File: src/rtl/uart_tx_controller.sv
// UART transmit controller: LSU byte writes enter a small FIFO and are serialised
// as 8N1 frames on tx_line, with sticky done/overflow flags for the interrupt path.
module uart_tx_controller #(
    parameter int FIFO_DEPTH = 4,
    parameter int BAUD_DIV   = 434
) (
    input  logic                        clk,
    input  logic                        rst_n,
    input  logic                        uart_select,
    input  logic                        byte_ready,
    input  logic [7:0]                  wr_data,
    input  logic                        irq_clr,
    output logic                        tx_line,
    output logic                        tx_busy,
    output logic                        tx_active,
    output logic                        fifo_empty,
    output logic                        tx_done_irq,
    output logic                        overflow,
    output logic [1:0]                  dbg_state_o,
    output logic [$clog2(FIFO_DEPTH):0] dbg_count_o
);

    localparam int PTR_W  = $clog2(FIFO_DEPTH);
    localparam int CNT_W  = PTR_W + 1;
    localparam int BAUD_W = $clog2(BAUD_DIV);

    typedef enum logic [1:0] {
        IDLE  = 2'd0,
        START = 2'd1,
        DATA  = 2'd2,
        STOP  = 2'd3
    } state_t;

    state_t              state_q, state_d;
    logic [BAUD_W-1:0]   baud_q, baud_d;
    logic [2:0]          bit_idx_q, bit_idx_d;
    logic [7:0]          shift_q, shift_d;
    logic                tx_line_q, tx_line_d;
    logic [PTR_W-1:0]    wr_ptr_q, wr_ptr_d;
    logic [PTR_W-1:0]    rd_ptr_q, rd_ptr_d;
    logic [CNT_W-1:0]    count_q, count_d;
    logic                done_q, done_d;
    logic                ovf_q, ovf_d;
    logic [7:0]          mem_q [FIFO_DEPTH];

    logic full;
    logic empty;
    logic push_req;
    logic push;
    logic pop;
    logic done_set;
    logic bit_end;

    // Full is judged on the registered count, so a pop in the same cycle
    // never makes room for a push that arrived while the FIFO was full.
    assign full     = (count_q == CNT_W'(FIFO_DEPTH));
    assign empty    = (count_q == '0);
    assign push_req = uart_select & byte_ready;
    assign push     = push_req & ~full;
    assign bit_end  = (baud_q == BAUD_W'(BAUD_DIV - 1));

    always_comb begin
        state_d   = state_q;
        baud_d    = baud_q;
        bit_idx_d = bit_idx_q;
        shift_d   = shift_q;
        pop       = 1'b0;
        done_set  = 1'b0;
        case (state_q)
            IDLE: begin
                if (!empty) begin
                    pop       = 1'b1;
                    shift_d   = mem_q[rd_ptr_q];
                    baud_d    = '0;
                    bit_idx_d = '0;
                    state_d   = START;
                end
            end
            START: begin
                if (bit_end) begin
                    baud_d  = '0;
                    state_d = DATA;
                end else begin
                    baud_d = baud_q + BAUD_W'(1);
                end
            end
            DATA: begin
                if (bit_end) begin
                    baud_d = '0;
                    if (bit_idx_q == 3'd7) begin
                        state_d = STOP;
                    end else begin
                        shift_d   = {1'b0, shift_q[7:1]};
                        bit_idx_d = bit_idx_q + 3'd1;
                    end
                end else begin
                    baud_d = baud_q + BAUD_W'(1);
                end
            end
            STOP: begin
                if (bit_end) begin
                    baud_d = '0;
                    // Chain straight into the next start bit when more data is queued.
                    if (!empty) begin
                        pop       = 1'b1;
                        shift_d   = mem_q[rd_ptr_q];
                        bit_idx_d = '0;
                        state_d   = START;
                    end else begin
                        done_set = 1'b1;
                        state_d  = IDLE;
                    end
                end else begin
                    baud_d = baud_q + BAUD_W'(1);
                end
            end
            default: begin
                state_d = IDLE;
            end
        endcase
    end

    // The line level is computed from the next state so it can be registered
    // without adding a cycle of latency relative to the FSM.
    always_comb begin
        tx_line_d = 1'b1;
        case (state_d)
            START:   tx_line_d = 1'b0;
            DATA:    tx_line_d = shift_d[0];
            default: tx_line_d = 1'b1;
        endcase
    end

    always_comb begin
        wr_ptr_d = wr_ptr_q;
        rd_ptr_d = rd_ptr_q;
        count_d  = count_q;
        if (push) begin
            wr_ptr_d = wr_ptr_q + PTR_W'(1);
        end
        if (pop) begin
            rd_ptr_d = rd_ptr_q + PTR_W'(1);
        end
        case ({push, pop})
            2'b10:   count_d = count_q + CNT_W'(1);
            2'b01:   count_d = count_q - CNT_W'(1);
            default: count_d = count_q;
        endcase
    end

    assign done_d = done_set | (done_q & ~irq_clr);
    assign ovf_d  = (push_req & full) | (ovf_q & ~irq_clr);

    always_ff @(posedge clk or negedge rst_n) begin
        if (!rst_n) begin
            state_q   <= IDLE;
            baud_q    <= '0;
            bit_idx_q <= '0;
            shift_q   <= '0;
            tx_line_q <= 1'b1;
            wr_ptr_q  <= '0;
            rd_ptr_q  <= '0;
            count_q   <= '0;
            done_q    <= 1'b0;
            ovf_q     <= 1'b0;
        end else begin
            state_q   <= state_d;
            baud_q    <= baud_d;
            bit_idx_q <= bit_idx_d;
            shift_q   <= shift_d;
            tx_line_q <= tx_line_d;
            wr_ptr_q  <= wr_ptr_d;
            rd_ptr_q  <= rd_ptr_d;
            count_q   <= count_d;
            done_q    <= done_d;
            ovf_q     <= ovf_d;
        end
    end

    always_ff @(posedge clk) begin
        if (push) begin
            mem_q[wr_ptr_q] <= wr_data;
        end
    end

    assign tx_line     = tx_line_q;
    assign tx_busy     = full;
    assign fifo_empty  = empty;
    assign tx_active   = (state_q != IDLE);
    assign tx_done_irq = done_q;
    assign overflow    = ovf_q;
    assign dbg_state_o = state_q;
    assign dbg_count_o = count_q;

endmodule

File: config.mk
export PLATFORM = sky130hd
export DESIGN_NAME = uart_tx_controller
export DESIGN_NICKNAME = d
export VERILOG_FILES = /design/src/rtl/uart_tx_controller.sv
export SDC_FILE = /design/constraint.sdc
export NUM_CORES = 1
export LEC_CHECK = 0
export ABC_CLOCK_PERIOD_IN_PS = 4650
export BUFFER_PORTS_ARGS = -buffer_cell sky130_fd_sc_hd__buf_2
export CAP_MARGIN = 20
export CELL_PAD_IN_SITES_DETAIL_PLACEMENT = 0
export CELL_PAD_IN_SITES_GLOBAL_PLACEMENT = 2
export CORE_UTILIZATION = 45
export CTS_CLUSTER_DIAMETER = 40
export CTS_CLUSTER_SIZE = 40
export DETAILED_ROUTE_END_ITERATION = 6
export PLACE_DENSITY_LB_ADDON = 0.25
export SLEW_MARGIN = 15
export SYNTH_ARGS = -nofsm -noshare
export SYNTH_HDL_FRONTEND = slang
export SYNTH_SLANG_ARGS = --single-unit
File: constraint.sdc
create_clock -name clk -period 4.65 [get_ports clk]
set_clock_uncertainty 0.05 [all_clocks]
set_input_delay 0 -clock clk [delete_from_list [all_inputs] [get_ports clk]]
set_output_delay 0 -clock clk [all_outputs]
set_load 0.03 [all_outputs]
[Word level (Yosys, flattened, before mapping)]
Memories as Yosys holds them, arrays and structs flattened.
Index checks and enable logic that the tools add are counted.
Storage, ports and cells
  register bits: 32
  bits in writable memories: 32
  input bits: 13
  output and inout port bits: 11
  memories kept: 1
Memories
  mem_q: depth 4, width 8, rd ports 1, clocked after Yosys merged registers in 0, wr ports 1, RTL line 44  | logic [7:0] mem_q [FIFO_DEPTH];
Cells by class
  $add $sub $neg: 6
  equality and inequality tests: 14
  multiplexer cells: 30
  bitwise operators: 9
  reductions and logical operators: 7
Operator list (number)
  $mux W8: 4
  $pmux W8 S3: 1
  $mux W9: 2
  $pmux W9 S2: 1
  $mux W3: 4
  $mux W2: 5
  $add A9 B1 Y9 const B: 1
  $eq A9 B9 Y1 const B: 1
  $pmux W3 S3: 1
  $eq A2 B2 Y1 const B: 4
  $mux W1: 8
  $ne A2 B2 Y1 const B: 4
  $pmux W2 S4: 1
  $add A3 B1 Y3 const B: 2
  $eq A2 B1 Y1 const B: 3
  $eq A3 B3 Y1 const B: 2
  $pmux W3 S2: 1
  $and A1 B1 Y1: 5
  $add A2 B1 Y2 const B: 2
  $pmux W1 S2: 2
  $reduce_and A4 Y1: 1
  $reduce_bool A2 Y1: 2
  $logic_not A3 Y1: 1
  $reduce_bool A3 Y1: 1
  5 further kinds: 7

[Longest topological paths before layout]
Gate-level depths: netlist of the first run.
  depth after elaboration: 6
  gate-level depth with buffers: 11

[Worst setup path before layout of the first run]
OpenSTA, ideal clock, no wires.
  path kind: reg2reg
  start point: register state_q[0], in the netlist dbg_state_o[0]
  end point: register count_q[2], in the netlist dbg_count_o[2]
  setup time: 0.080 ns
  data arrival time: 2.409 ns
  data required time: 4.520 ns
  slack: 2.111 ns
  cell stages (with the launch flop): 10
  buffers on the path: 0
  cells stage by stage: dfrtp_1 -> ha_1 -> a31oi_1 -> nor3_1 -> ha_1 -> inv_1 -> fa_1 -> xor2_1 -> nor2_1 -> xor2_1
On the way
  word-level cells in the longest chain between the ends: 4
Ends and longest elaborated chain
  start: declaration: RTL line 34  | state_t state_q, state_d;
  start signal: assignment: RTL line 167  | state_q <= state_d;
  $eq A2 B2 Y1 or $logic_not A2 Y1 (tied branches): RTL line 69  | case (state_q)
  $pmux W1 S2 (*): RTL line 69
  net pop: RTL line 50  | logic pop;
  $eq A2 B1 Y1 or $eq A2 B2 Y1 (tied branches): RTL line 144  | case ({push, pop})
  $pmux W3 S2 or $reduce_bool A2 Y1 (tied branches)
  end signal: assignment: RTL line 174  | count_q <= count_d;
  end: declaration: RTL line 41  | logic [CNT_W-1:0] count_q, count_d;
The timed path passes the listed nets; every way through them passes the cells marked *.
A chain may end at the register's enable or synchronous reset.

[Worst setup path after layout of the first run]
  start point: register baud_q[2]
  end point: register count_q[2], in the netlist dbg_count_o[2]
On the way
  word-level cells in the longest chain between the ends: 5
Ends and longest elaborated chain
  start: declaration: RTL line 35  | logic [BAUD_W-1:0] baud_q, baud_d;
  start signal: assignment: RTL line 168  | baud_q <= baud_d;
  $eq A9 B9 Y1 (*): RTL line 60  | assign bit_end = (baud_q == BAUD_W'(BAUD_DIV - 1));
  $mux W1 (*): RTL line 101  | if (bit_end) begin
  $pmux W1 S2 (*): RTL line 69
  net pop: RTL line 50
  $eq A2 B1 Y1 or $eq A2 B2 Y1 (tied branches): RTL line 144
  $pmux W3 S2 or $reduce_bool A2 Y1 (tied branches)
Marked as above.

==> reports/results.txt, run 1 <==
delay contributed by the slowest stage of the critical path: 460 ps
area share of the largest cell type after synthesis: 0.310
worst path buffer plus inverter count: 1
Relative slew margins: 0.457
number of synthesized register bits: 64
final global-route overflow total: 0
Syn Nets: 269
category of the worst setup path capture point: flop
maximum root-to-sink buffer count: 2
TritonCTS clock tree: yes
number of clock sinks: 64
final setup violation count: 0
outcome: complete, no violations
CTS HTree Levels: 3
post-CTS clock slew at the launch and capture registers of the worst setup and hold paths: 80 ps
Slew @ Worst Pin: 809 ps
weighted congestion at the end of routability-driven global placement: 0.786
mean cell area of the mapped netlist: 12.9 um^2
sequential share of the synthesized area: 0.569
worst hold start: uart_select
start point of the critical path: baud_q[2]
average wire length per cell after detail routing: 16.0 um
number of placement rows: 29
violation count after the first detailed-routing iteration: 117
period utilisation layout: 0.633
max-capacitance violation count: 0
clock latency reported for the late side of the worst-skew pair: 340 ps
number of nets in the layout: 308
class of the tightest hold or removal check: input pin to flop
Peak Freq: 340 MHz
number of buffers created by CTS: 9
number of antenna cells inserted: 0
Peak VDD IR: 0.326 mV
distinct cell type count of the synthesized netlist: 52
synth warn: 0
number of ports placed on the die boundary: 24
max-slew violation total from the final report: 0
crit start category: flop
Arrival @ worst endpoint: 3160 ps
Leakage: 1.50 nW
height of the chip: 85.0 um
number of hold-slack violations in the final timing report: 0
ordered list of cells on the worst path: nor4b_2 -> a31oi_1 -> nor3_1 -> ha_1 -> inv_1 -> fa_1 -> xor2_1 -> nor2_1 -> xor2_1
final total power: 2.08 mW
final period demand of the worst path: 2940 ps
family with the most delay on the worst path: simple AND/OR/NAND/NOR gates
launching point of the worst reg2reg path: baud_q[2]
crit path max fanout: 10
Clock Root Buffer: clkbuf_8
most common cell after layout, fill and taps aside: edfxtp_1
library cell contributing the largest single delay on the critical path: nor3_1
overall fraction of global-route tracks in use: 0.177
initial core utilization: 0.477
pwr/cell area: 574 nW/um^2
Critical Path Most Common Cell: xor2_1
cell type with the largest total area after synthesis: edfxtp_1
fraction of layout instances using a drive strength above 1: 0.204
Worst Setup Path Type: flop to flop
setup repair after global routing missed its margin: no
number of port buffers: 23
fraction of registers with async set or reset after synthesis: 0.500
Pre-antenna DRT Iters: 4
growth of design area from synthesis to finish: 16.7%
Data required, critical path: 4870 ps
initial antenna violation count: 0
placed wire-length estimate after detailed placement: 3950 um
cell count after synthesis: 240
routed vias: 1973
total DRC errors in the routed layout: 0
worst slack on hold paths: 64.3 ps
top area cells in the synthesized netlist: edfxtp_1, dfrtp_1, ha_1
Final Routed Wirelength: 5770 um
pin count of the biggest net entering global routing: 33
most frequent cells in the layout: edfxtp_1, dfrtp_1, buf_2, inv_1
standard cell core area: 6490 um^2
Total Negative Setup Slacks: 0 ps
via count of the first global-routing pass: 1920
mapped cell area: 3100 um^2
first-pass GRT wire length: 9550 um
number of enable flip-flop cells after synthesis: 32
count of nets left with antenna violations after detail routing: 0
number of vias per cell: 5.47
die area: 7220 um^2
horizontal die dimension: 85.0 um
main flop type after synthesis: edfxtp_1
-- cell usage after synthesis, types with 2 or more instances --
cell type  instances
o31ai_1            3
a31oi_1            5
inv_1             17
nand3_1            3
buf_2              3
nand2_1           15
mux2i_1            8
nor2_1            10
o22ai_1            4
a22o_1             7
xor2_1             3
mux4_2             8
nand2b_1           3
and3_1             5
and2_1             4
nand4_1            2
o21ai_1            9
edfxtp_1          32
dfrtp_1           31
clkbuf_1           2
o21ai_0           15
ha_1              15
xnor2_1            3
nor3_1             5
-- cell families (layout without fill, tap and decap cells) --
| logic type | after synthesis | after routing | synth area share |
|---|---|---|---|
| AND/OR/NAND/NOR | 58 | 58 | 0.110 |
| buffers and inverters | 25 | 69 | 0.0339 |
| flip-flops | 64 | 64 | 0.569 |
| XOR/XNOR | 6 | 6 | 0.0170 |
| AO/OA/AOI/OAI | 54 | 54 | 0.115 |
| multiplexers | 17 | 17 | 0.0877 |
| adder cells (fa/ha/maj) | 16 | 16 | 0.0671 |
-- power breakdown --
group / switching, mW / total, mW / internal (mW)
clock network: 0.228 / 0.535 / 0.307
registers: 0.111 / 0.828 / 0.717
logic: 0.407 / 0.712 / 0.305
total: 0.746 / 2.08 / 1.33
-- flip-flops by register name (all words and copies together) (netlist names) --
signal / flops
bit_idx_q: 3
dbg_count_o: 3
dbg_state_o: 2
baud_q: 9
shift_q: 8
mem_q: 32
overflow: 1
wr_ptr_q: 2
tx_done_irq: 1
tx_line: 1
rd_ptr_q: 2
-- metrics by stage --
stage / cells / setup WS (ps) / utilization / instance area [um^2]
final: 361 / 1710 / 0.557 / 3610
after global routing: 361 / 1420 / 0.557 / 3610
after CTS: 361 / 1680 / 0.557 / 3610
after detailed placement: 333 / 1690 / 0.504 / 3270
after global placement: 333 / 1780 / 0.504 / 3270
after floorplan: 240 / 2110 / - / 3100
-- repair_timing --
action                                  CTS  global route
buffers inserted                          0             0
endpoints found under the hold margin    65             0
endpoints found under the setup margin    0             0
resized for setup                         0             0
hold buffers                             12             0
-- final timing paths --
path                                  end  slack [ps]  cells past startpoint
max                        dbg_count_o[2]        1710                      9
min                           wr_ptr_q[0]          60                      4
max reg2reg                dbg_count_o[2]        1710                      9
min reg2reg                  bit_idx_q[0]         450                      1
max in group asynchronous  dbg_state_o[0]        3880                      2
min in group asynchronous        overflow         210                      2
-- metal layers --
| metal | GRT usage | vias up | part of all wire |
|---|---|---|---|
| li1 | - | 974 | - |
| met1 | 0.237 | 960 | 0.49 |
| met2 | 0.271 | 37 | 0.48 |
| met3 | 0.0593 | 2 | 0.031 |
| met4 | 0.0647 | 0 | 0.0050 |
| met5 | 0 | - | 0 |
-- layout make-up --
class                   count  area (um^2)
fillers                   560         2880
multi-input cells         151         1230
inverters                  18         67.6
clock buffers               9          124
flip-flops and latches     64         1760
well taps                  77         96.3
clock inverters             7          100
repair buffers             35          235
-- worst min-delay path: stages --
cell     delay (ps)
buf_2           100
nand2_1          50
nor2_1          110
xnor2_1         150
Power figures use the tool's default switching activity.
==> run 2, diff against run 1 <==
--- a/config.mk
+++ b/config.mk
@@ -5,12 +5,12 @@
 export SDC_FILE = /design/constraint.sdc
 export NUM_CORES = 1
 export LEC_CHECK = 0
-export ABC_CLOCK_PERIOD_IN_PS = 4650
+export ABC_CLOCK_PERIOD_IN_PS = 2700
 export BUFFER_PORTS_ARGS = -buffer_cell sky130_fd_sc_hd__buf_2
 export CAP_MARGIN = 20
 export CELL_PAD_IN_SITES_DETAIL_PLACEMENT = 0
 export CELL_PAD_IN_SITES_GLOBAL_PLACEMENT = 2
-export CORE_UTILIZATION = 45
+export CORE_UTILIZATION = 37
 export CTS_CLUSTER_DIAMETER = 40
 export CTS_CLUSTER_SIZE = 40
 export DETAILED_ROUTE_END_ITERATION = 6
==> constraint.sdc (replaced) <==
create_clock -name clk -period 2.7 [get_ports clk]
set_clock_uncertainty 0.05 [all_clocks]
set_input_delay 0 -clock clk [delete_from_list [all_inputs] [get_ports clk]]
set_output_delay 0 -clock clk [all_outputs]
set_load 0.03 [all_outputs]
==> run 2 against run 1 <==
Worst setup slack got worse by 1400 ps. Non-clock buffer count increased by 11. Sequential power increased by 68%. Cell count increased by 11%. Largest cell class unchanged. Largest power group unchanged.
==> reports/results.txt, run 2 (synthesized netlist as in run 1, its figures left out) <==
Arrival @ worst endpoint: 2640 ps
Peak VDD IR: 0.426 mV
final period demand of the worst path: 2430 ps
placed wire-length estimate after detailed placement: 4170 um
area used by sequential logic in the layout: 1760 um^2
launching point of the worst reg2reg path: baud_q[1]
outcome: complete, no violations
capturing instance or port of the critical path: dbg_count_o[2]
initial antenna violation count: 0
maximum root-to-sink buffer count: 2
growth of design area from synthesis to finish: 20.4%
number of ports placed on the die boundary: 24
class of the tightest hold or removal check: input pin to flop
worst path buffer plus inverter count: 2
overall fraction of global-route tracks in use: 0.158
weighted congestion at the end of routability-driven global placement: 0.764
number of clock sinks: 64
pin count of the biggest net entering global routing: 33
Largest register FFs: 32
setup repair after global routing missed its margin: no
Post-DP Area: 3390 um^2
crit path max fanout: 4
Peak Freq: 412 MHz
area of the multi-input gates: 1240 um^2
fill cell total of the finished layout: 759
category of the worst setup path capture point: flop
fraction of layout instances using a drive strength above 1: 0.237
period utilisation layout: 0.899
average wire length per cell after detail routing: 15.1 um
Worst Setup Path Type: flop to flop
max-capacitance violation count: 0
start point of the critical path: baud_q[1]
number of buffers created by CTS: 9
Slew @ Worst Pin: 752 ps
slack of the worst reg-to-reg path: 270 ps
height of the chip: 93.5 um
Pre-antenna DRT Iters: 4
library cell contributing the largest single delay on the critical path: dfrtp_1
Final Routed Wirelength: 6040 um
worst hold stages: 5
delay contributed by the slowest stage of the critical path: 400 ps
number of placement rows: 33
largest registers: mem_q: 32 flops, baud_q: 9 flops, shift_q: 8 flops
register containing the most flip-flops in the final layout: mem_q
Layout Cell Area excl Fill: 3730 um^2
count of nets left with antenna violations after detail routing: 0
first-pass GRT wire length: 10400 um
cell depth of the worst flop-to-flop path: 11
CTS HTree Levels: 3
ordered list of cells on the worst path: inv_1 -> ha_1 -> and4_1 -> a31oi_1 -> nor3_2 -> ha_1 -> inv_1 -> fa_1 -> xor2_1 -> nor2_1 -> xor2_1
max-slew violation total from the final report: 0
total DRC errors in the routed layout: 0
endpoint of the worst-slack reg-to-reg timing path: dbg_count_o[2]
number of hold-slack violations in the final timing report: 0
Relative slew margins: 0.499
routed vias: 2037
number of nets in the layout: 319
initial core utilization: 0.379
final setup violation count: 0
pwr/cell area: 963 nW/um^2
Leakage: 1.54 nW
die area: 8740 um^2
horizontal die dimension: 93.5 um
TritonCTS clock tree: yes
number of antenna cells inserted: 0
via count of the first global-routing pass: 2106
standard cell core area: 8180 um^2
crit start category: flop
number of port buffers: 23
clock latency reported for the late side of the worst-skew pair: 330 ps
post-CTS clock slew at the launch and capture registers of the worst setup and hold paths: 80 ps
Crit. path cell count: 11
Clock Root Buffer: clkbuf_8
family with the most delay on the worst path: adder cells
final total power: 3.59 mW
number of vias per cell: 5.09
most common cell after layout, fill and taps aside: edfxtp_1
Total Negative Setup Slacks: 0 ps
final global-route overflow total: 0
Data required, critical path: 2910 ps
violation count after the first detailed-routing iteration: 63
most frequent cells in the layout: edfxtp_1, dfrtp_1, buf_2, inv_1
-- run 2: worst min path at each step --
stage,slack (ps),end,startpoint
floorplan,-350,baud_q[0],rst_n
global placement,70,baud_q[8],rst_n
detailed placement,60,baud_q[4],rst_n
CTS,80,wr_ptr_q[0],uart_select
global route,140,wr_ptr_q[0],uart_select
finish,90,wr_ptr_q[0],uart_select
-- run 2: worst min-delay path: stages --
cell and delay (ps):
buf_2 90, nand2_1 50, nor2_1 80, buf_4 150, xnor2_1 60
-- run 2: final cells by class --
type / count / share of cell area
Multi-Input combinational cell: 151 / 0.333
Clock inverter: 6 / 0.0181
Timing Repair Buffer: 46 / 0.0853
Clock buffer: 10 / 0.0369
Tap cell: 105 / 0.0352
Inverter: 18 / 0.0181
Sequential cell: 64 / 0.473
-- run 2: through the flow --
| step | util | std cells | setup slack (ps) | hold WS, ps |
|---|---|---|---|---|
| finish | 0.456 | 400 | 271 | 92.5 |
| global route | 0.456 | 400 | 77.0 | 136 |
| CTS | 0.454 | 400 | 90.6 | 78.5 |
| detailed placement | 0.414 | 372 | 122 | 62.9 |
| global placement | 0.414 | 372 | 170 | 72.4 |
| floorplan | - | 240 | 161 | -346 |
-- run 2: repair_timing --
action	CTS	global route
hold buffers	12	0
endpoints found under the hold margin	65	0
endpoints found under the setup margin	0	1
resized for setup	0	2
buffers inserted	0	0
-- run 2: per-layer routing --
layer  global-route usage  vias up  routed length, um
met4               0.0590        0                 72
met3               0.0390        6                154
met2                0.256       26               2980
met5                    0        -                  0
met1                0.205     1009               2840
li1                     -      996                  -
-- run 2: report_power, final --
part           internal (mW)  leakage, nW  total (mW)  switching, mW
Sequential              1.24        0.710        1.39          0.158
Combinational          0.590        0.733        1.35          0.762
Clock                  0.455       0.0989       0.846          0.391
